**config.mk**
```make
export PLATFORM = sky130hd
export DESIGN_NAME = step_sequencer_flat
export DESIGN_NICKNAME = d
export VERILOG_FILES = /design/src/rtl/step_sequencer_if.sv /design/src/rtl/step_sequencer.sv /design/src/flat_wrapper.sv
export SDC_FILE = /design/constraint.sdc
export NUM_CORES = 1
export LEC_CHECK = 0
export ABC_AREA = 1
export CORE_MARGIN = 3
export CORE_UTILIZATION = 50
export DETAILED_ROUTE_END_ITERATION = 12
export GPL_TIMING_DRIVEN = 0
export PLACE_DENSITY_LB_ADDON = 0.25
export SLEW_MARGIN = 0
export SYNTH_ARGS = -nofsm -noshare
export SYNTH_HDL_FRONTEND = slang
export SYNTH_SLANG_ARGS = --single-unit
```
**constraint.sdc**
```tcl
create_clock -name clk -period 1.7 [get_ports clk]
set_input_delay 0.17 -clock clk [delete_from_list [all_inputs] [get_ports clk]]
set_output_delay 0.17 -clock clk [all_outputs]
set_load 0.1 [all_outputs]
```
**src/rtl/step_sequencer_if.sv**
```systemverilog
// Control/status bundle between the front panel, the control unit and the step sequencer.
// The master side drives the run controls and CU strobes; the slave side returns step and status.
interface step_sequencer_if #(
  parameter int STEP_W  = 4,
  parameter int COUNT_W = 16
);
  logic               cpu_run;
  logic               single_step;
  logic               clear_fault;
  logic               SC_inc;
  logic               SC_reset;
  logic               HALT;
  logic [STEP_W-1:0]  step;
  logic               cpu_running;
  logic               halted;
  logic               fault;
  logic               instr_done;
  logic [COUNT_W-1:0] instr_count;

  modport master (
    output cpu_run, single_step, clear_fault, SC_inc, SC_reset, HALT,
    input  step, cpu_running, halted, fault, instr_done, instr_count
  );

  modport slave (
    input  cpu_run, single_step, clear_fault, SC_inc, SC_reset, HALT,
    output step, cpu_running, halted, fault, instr_done, instr_count
  );
endinterface

```
**src/rtl/step_sequencer.sv**
```systemverilog
// Instruction step counter for the control unit, wrapped in an idle/run/single-step/halt/fault
// state machine that also counts retired instructions. Every output comes straight from a flop.
module step_sequencer #(
  parameter int STEP_W   = 4,
  parameter int MAX_STEP = 15,
  parameter int COUNT_W  = 16
) (
  input  logic             clk,
  input  logic             reset_n,
  step_sequencer_if.slave  bus
);

  typedef enum logic [2:0] {
    IDLE   = 3'd0,
    RUN    = 3'd1,
    SSTEP  = 3'd2,
    HALTED = 3'd3,
    FAULT  = 3'd4
  } state_t;

  state_t             state_reg, state_next;
  logic [STEP_W-1:0]  step_reg, step_next;
  logic [COUNT_W-1:0] count_reg, count_next;
  logic               done_reg, done_next;
  logic               running_reg, halted_reg, fault_reg;

  always_ff @(posedge clk or negedge reset_n) begin
    if (!reset_n) begin
      state_reg   <= IDLE;
      step_reg    <= '0;
      count_reg   <= '0;
      done_reg    <= 1'b0;
      running_reg <= 1'b0;
      halted_reg  <= 1'b0;
      fault_reg   <= 1'b0;
    end else begin
      state_reg   <= state_next;
      step_reg    <= step_next;
      count_reg   <= count_next;
      done_reg    <= done_next;
      // Status flags are decoded from the next state so they line up with step/count.
      running_reg <= (state_next == RUN) || (state_next == SSTEP);
      halted_reg  <= (state_next == HALTED);
      fault_reg   <= (state_next == FAULT);
    end
  end

  always_comb begin
    state_next = state_reg;
    step_next  = step_reg;
    count_next = count_reg;
    done_next  = 1'b0;

    unique case (state_reg)
      IDLE: begin
        if (bus.cpu_run)          state_next = RUN;
        else if (bus.single_step) state_next = SSTEP;
      end

      RUN, SSTEP: begin
        if (bus.HALT) begin
          state_next = HALTED;
        end else if (bus.SC_reset) begin
          step_next  = '0;
          count_next = count_reg + COUNT_W'(1);
          done_next  = 1'b1;
          // A running instruction always completes; dropping cpu_run only takes effect here.
          if (state_reg == SSTEP || !bus.cpu_run) state_next = IDLE;
        end else if (bus.SC_inc) begin
          if (step_reg == STEP_W'(MAX_STEP)) state_next = FAULT;
          else                               step_next  = step_reg + STEP_W'(1);
        end
      end

      FAULT: begin
        if (bus.clear_fault) begin
          state_next = IDLE;
          step_next  = '0;
        end
      end

      HALTED: begin
        state_next = HALTED;
      end

      default: begin
        state_next = IDLE;
      end
    endcase
  end

  assign bus.step        = step_reg;
  assign bus.cpu_running = running_reg;
  assign bus.halted      = halted_reg;
  assign bus.fault       = fault_reg;
  assign bus.instr_done  = done_reg;
  assign bus.instr_count = count_reg;

endmodule

```
**src/flat_wrapper.sv**
```systemverilog
// flat-port wrapper written by rule: the top's interface ports become plain ports
module step_sequencer_flat 
#(
  parameter int STEP_W   = 4,
  parameter int MAX_STEP = 15,
  parameter int COUNT_W  = 16
)
  (clk, reset_n, bus_cpu_run, bus_single_step, bus_clear_fault, bus_SC_inc, bus_SC_reset, bus_HALT, bus_step, bus_cpu_running, bus_halted, bus_fault, bus_instr_done, bus_instr_count);
  step_sequencer_if #(.STEP_W(STEP_W), .COUNT_W(COUNT_W)) bus_i ();
  input  logic clk;
  input  logic reset_n;
  input wire logic [$bits(bus_i.cpu_run)-1:0] bus_cpu_run;
  input wire logic [$bits(bus_i.single_step)-1:0] bus_single_step;
  input wire logic [$bits(bus_i.clear_fault)-1:0] bus_clear_fault;
  input wire logic [$bits(bus_i.SC_inc)-1:0] bus_SC_inc;
  input wire logic [$bits(bus_i.SC_reset)-1:0] bus_SC_reset;
  input wire logic [$bits(bus_i.HALT)-1:0] bus_HALT;
  output wire logic [$bits(bus_i.step)-1:0] bus_step;
  output wire logic [$bits(bus_i.cpu_running)-1:0] bus_cpu_running;
  output wire logic [$bits(bus_i.halted)-1:0] bus_halted;
  output wire logic [$bits(bus_i.fault)-1:0] bus_fault;
  output wire logic [$bits(bus_i.instr_done)-1:0] bus_instr_done;
  output wire logic [$bits(bus_i.instr_count)-1:0] bus_instr_count;
  assign bus_i.cpu_run = bus_cpu_run;
  assign bus_i.single_step = bus_single_step;
  assign bus_i.clear_fault = bus_clear_fault;
  assign bus_i.SC_inc = bus_SC_inc;
  assign bus_i.SC_reset = bus_SC_reset;
  assign bus_i.HALT = bus_HALT;
  assign bus_step = bus_i.step;
  assign bus_cpu_running = bus_i.cpu_running;
  assign bus_halted = bus_i.halted;
  assign bus_fault = bus_i.fault;
  assign bus_instr_done = bus_i.instr_done;
  assign bus_instr_count = bus_i.instr_count;
  step_sequencer #(.STEP_W(STEP_W), .MAX_STEP(MAX_STEP), .COUNT_W(COUNT_W)) u_core (.clk(clk), .reset_n(reset_n), .bus(bus_i));
endmodule
```
# ---- Yosys cells after proc, flatten, opt, wreduce, memory -nomap -nowiden
# Index checks and enable logic that the tools add are counted.
# W data, S select, Z words.
dict set report totals {
  output_inout_bits 24
  regBits 27
  elab_cells 49
}
dict set report classes {
  n_bitwise 1
  n_reduce_logical 8
  muxes 18
  eq_ne 13
  addsub 2
}
# operator count
set op_table {}
lappend op_table {{$mux W3} 8}
lappend op_table {{$mux W4} 5}
lappend op_table {{$add A16 B1 Y16 const B} 1}
lappend op_table {{$eq A3 B2 Y1 const B} 4}
lappend op_table {{$pmux W3 S4} 1}
lappend op_table {{$pmux W4 S2} 1}
lappend op_table {{$eq A3 B1 Y1 const B} 2}
lappend op_table {{$eq A3 B3 Y1 const B} 2}
lappend op_table {{$ne A3 B3 Y1 const B} 2}
lappend op_table {{$reduce_and A5 Y1} 1}
lappend op_table {{$add A4 B1 Y4 const B} 1}
lappend op_table {{$eq A4 B4 Y1 const B} 1}
lappend op_table {{$ne A2 B2 Y1 const B} 2}
lappend op_table {{$logic_not A3 Y1} 1}
lappend op_table {{$mux W1} 3}
lappend op_table {{$reduce_and A3 Y1} 1}
lappend op_table {{$logic_or A1 B1 Y1} 2}
lappend op_table {{$reduce_bool A2 Y1} 1}
lappend op_table {{$reduce_or A2 Y1} 1}
lappend op_table {{$logic_not A1 Y1} 1}
lappend op_table {{$not A1 Y1} 1}

# ---- Logic depth before layout (Yosys ltp)
dict set report depth {
  word_depth 8
  mapped_depth 10
  depth_no_buf 10
}

# ---- Worst setup path after synthesis
# Ideal clock, no wire load.
dict set report synth_timing {
  kind {register to register}
  startpoint {register u_core.count_reg[0], in the netlist u_core.bus.instr_count[0]}
  endpoint {register u_core.count_reg[14], in the netlist u_core.bus.instr_count[14]}
  required_ns 1.623
  path_slack_ns -0.408
  synth_period_minus_slack_ns 2.108
  setup_time_ns 0.077
  n_path_buf 0
  stages_incl_launch_ff 7
  t_arrival_ns 2.031
  path_cell_list {dfrtp_1 -> ha_1 -> inv_1 -> nor3_1 -> nand3_1 -> xor2_1 -> o21ai_1}
}
dict set report synth_via {
  elab_chain_len 1
}
# element line
set synth_lines {}
lappend synth_lines {{start: declaration} step_sequencer.sv:23} ;# logic [COUNT_W-1:0] count_reg, count_next;
lappend synth_lines {{start signal: assignment} step_sequencer.sv:39} ;# count_reg <= count_next;
lappend synth_lines {{$add A16 B1 Y16} step_sequencer.sv:65} ;# count_next = count_reg + COUNT_W'(1);
# Every way passes these cells.
# A chain may end at the register's enable or synchronous reset.

# ---- Worst setup path in the final report
dict set report layout_timing {
  startpoint {register u_core.count_reg[13], in the netlist u_core.bus.instr_count[13]}
  endpoint {output port bus_instr_count[13]}
}
# element line
set layout_rtl {}
lappend layout_rtl {{end: declaration} flat_wrapper.sv:23} ;# output wire logic [$bits(bus_i.instr_count)-1:0] bus_instr_count;
# No word-level cell between the ends.

==> impl_metrics.py <==
metrics = {
    "global_route": {
        "overflow": 0,
        "grt_pass1_vias": 1330,
        "grt_max_degree": 28,
        "grt_pass1_wl_um": 5720,
        "antenna_found_initial": 0,
        "track_usage": 0.204,
    },
    "power_and_ir_drop": {
        "leakagePower_nw": 0.912,
        "ir_worst_vdd_mv": 1.21,
        "power_density_nw_per_um2": 1640,
    },
    "floorplan": {
        "rows": 19,
        "start_util": 0.536,
        "ios": 32,
        "coreArea_um2": 2810,
        "die_h_um": 60.8,
        "die_w_um": 60.8,
        "dieArea_um2": 3700,
    },
    "setup_path": {
        "reg2reg_depth": 8,
        "crit_path_start_kind": "register",
        "cp.arrival_ns": 1.37,
        "reg2reg_slack_ns": 0.17,
        "startpoint": "u_core.bus.instr_count[13]",
        "critical_path_class": "reg -> out",
        "rr_startpoint": "u_core.state_reg[1]",
        "cp.required_ns": 1.53,
        "crit_chain": "clkdlybuf4s15_2",
        "path_delay_family": "buffers and inverters",
        "critical-path-slowest-cell": "clkdlybuf4s15_2",
        "critPathMaxStageDelay_ns": 0.58,
        "path_depth": 1,
        "cp_num_buf_inv": 1,
        "cp_max_fo": 4,
        "end_kind": "primary output",
    },
    "timing": {
        "min_period_over_period": 0.906,
        "whs_ns": 0.426,
        "max_slew_margin": 0.227,
        "worstMarginPinSlew_ns": 1.16,
        "slew_viol_final": 0,
        "period_minus_slack_ns": 1.54,
        "rsz0062_at_grt": "false",
        "hold_viol": 0,
        "fmax_ghz": 0.649,
        "finalSetupViolCount": 0,
        "skew_ns": 0.0169,
    },
    "synthesis": {
        "ys_async_sr_fraction": 1.00,
        "yosysTopAreaCellShare": 0.449,
        "seq_area_frac_synth": 0.449,
        "syn_area_per_cell_um2": 7.92,
        "synth-edff-count": 0,
        "netlist_area_um2": 1500,
        "synth.area.top_cells": "dfrtp_1 (45%), nand2_1 (16%), xor2_1 (5.2%)",
        "synth_nets": 200,
        "netlist_instances": 190,
        "ys.flop_type": "dfrtp_1",
        "synth_top_cell_by_area": "dfrtp_1",
        "synth_cell_types": 25,
        "ys_ff_latch": 27,
        "synth_warnings": 0,
    },
    "run": {
        "drv_cap": 0,
    },
    "routing": {
        "routedWlPerCell_um": 12.7,
        "routed_wl_um": 3250,
        "antenna_left": 0,
        "via_per_inst": 5.27,
        "vias": 1349,
        "drcViolationCount": 0,
        "first_pass_iters": 4,
        "drtIter0Drc": 63,
    },
    "layout": {
        "syn2layout_area_growth_pct": 27.6,
        "nets": 236,
        "n_antenna_cell": 0,
        "fin_area_um2": 1920,
        "largest_reg_flops": 16,
        "drive_gt1_frac": 0.271,
    },
    "placed_design": {
        "placed_cell_area_um2": 1880,
        "gp_congestion": 0.872,
        "hpwl_um": 2500,
        "port_buffers": 31,
    },
    "clock_network": {
        "htree_levels": 1,
        "clkTransAtPathRegs_ns": 0.16,
        "ctsHoldBuffers": 0,
        "post_cts_buffers": 0,
        "tritoncts": "built",
        "cts-root-buf": "clkbuf_4",
        "clkSinkCount": 27,
        "cts_buffers": 3,
        "clk_latency_ns": 0.34,
        "cts_max_path_buffers": 2,
    },
    "worst_hold_path": {
        "hold_class": "in -> async",
    },
    "status": {
        "status": "complete, no violations",
    },
}
layout make-up:
cell class                 count  area, µm²
inverter                      22       82.6
sequential                    27        699
timing repair buffer          31        315
multi-input combinational    140        746
tap                           31       38.8
buffer                         1       7.51
clock buffer                   3       22.5
clock inverter                 1       7.51
fill                         245        886
repair_timing:
action	CTS	global route
resized for setup	68	7
setup endpoints to repair	24	8
hold endpoints to repair	0	0
pin swaps	0	1
through the flow:
step                power, W  setup slack [ns]  TNS [ns]   util  std cells
global route         0.00335           0.00398         0  0.684        256
floorplan            0.00248           -0.0845   -0.0845      -        190
detailed placement   0.00293           -0.0788    -0.319  0.669        252
finish               0.00315             0.160         0  0.684        256
global placement     0.00288           -0.0578   -0.0942  0.669        252
CTS                  0.00318           0.00652         0  0.689        256
layer usage:
metal	wire (µm)	track usage
met5	0	0
met2	1620	0.353
met1	1450	0.259
met3	165	0.0468
met4	25	0.0495
path summary, 6_finish.rpt:
kind                                         endpoint
setup / recovery                  bus_instr_count[13]
min in group clk            u_core.bus.instr_count[7]
max in group asynchronous          u_core.bus.step[1]
hold / removal                     u_core.bus.step[2]
hold reg to reg             u_core.bus.instr_count[7]
setup reg to reg           u_core.bus.instr_count[11]
Yosys cell counts (all sizes together), types with 2 or more instances:
cell type / n
nor3: 4
inv: 22
nand4: 5
xnor2: 5
nor2: 23
a21oi: 5
dfrtp: 27
ha: 2
nand3: 9
o21ai: 7
xor2: 9
o31ai: 2
nand2: 67
where the power goes:
part | switching [W] | internal, W
Clock | 0.000194 | 0.0000902
Sequential | 0.000151 | 0.000823
Combinational | 0.00150 | 0.000394
Total | 0.00184 | 0.00131
cells in the final DEF (no fill, tap or decap), drive strengths merged:
| master | count |
|---|---|
| o31ai | 2 |
| nor3 | 4 |
| clkdlybuf4s50 | 7 |
| nand4 | 5 |
| inv | 22 |
| dfrtp | 27 |
| ha | 2 |
| nand3 | 9 |
| nand2 | 67 |
| o21ai | 7 |
| clkinvlp | 1 |
| clkbuf | 7 |
| o21bai | 1 |
| xor2 | 9 |
| xnor2 | 5 |
| a31oi | 1 |
| a21oi | 5 |
| nor2 | 23 |
| clkdlybuf4s15 | 20 |
| buf | 1 |
cell families (layout without fill, tap and decap cells):
family / count (synthesis) / after routing / synth area share
buffers and inverters: 23 / 58 / 0.0599
adder cells (fa/ha/maj): 2 / 2 / 0.0166
XOR/XNOR: 14 / 14 / 0.0815
AND/OR/NAND/NOR: 108 / 108 / 0.334
flip-flops: 27 / 27 / 0.449
AO/OA/AOI/OAI: 16 / 16 / 0.0591
Note: power is estimated with default switching activity, not from simulation.
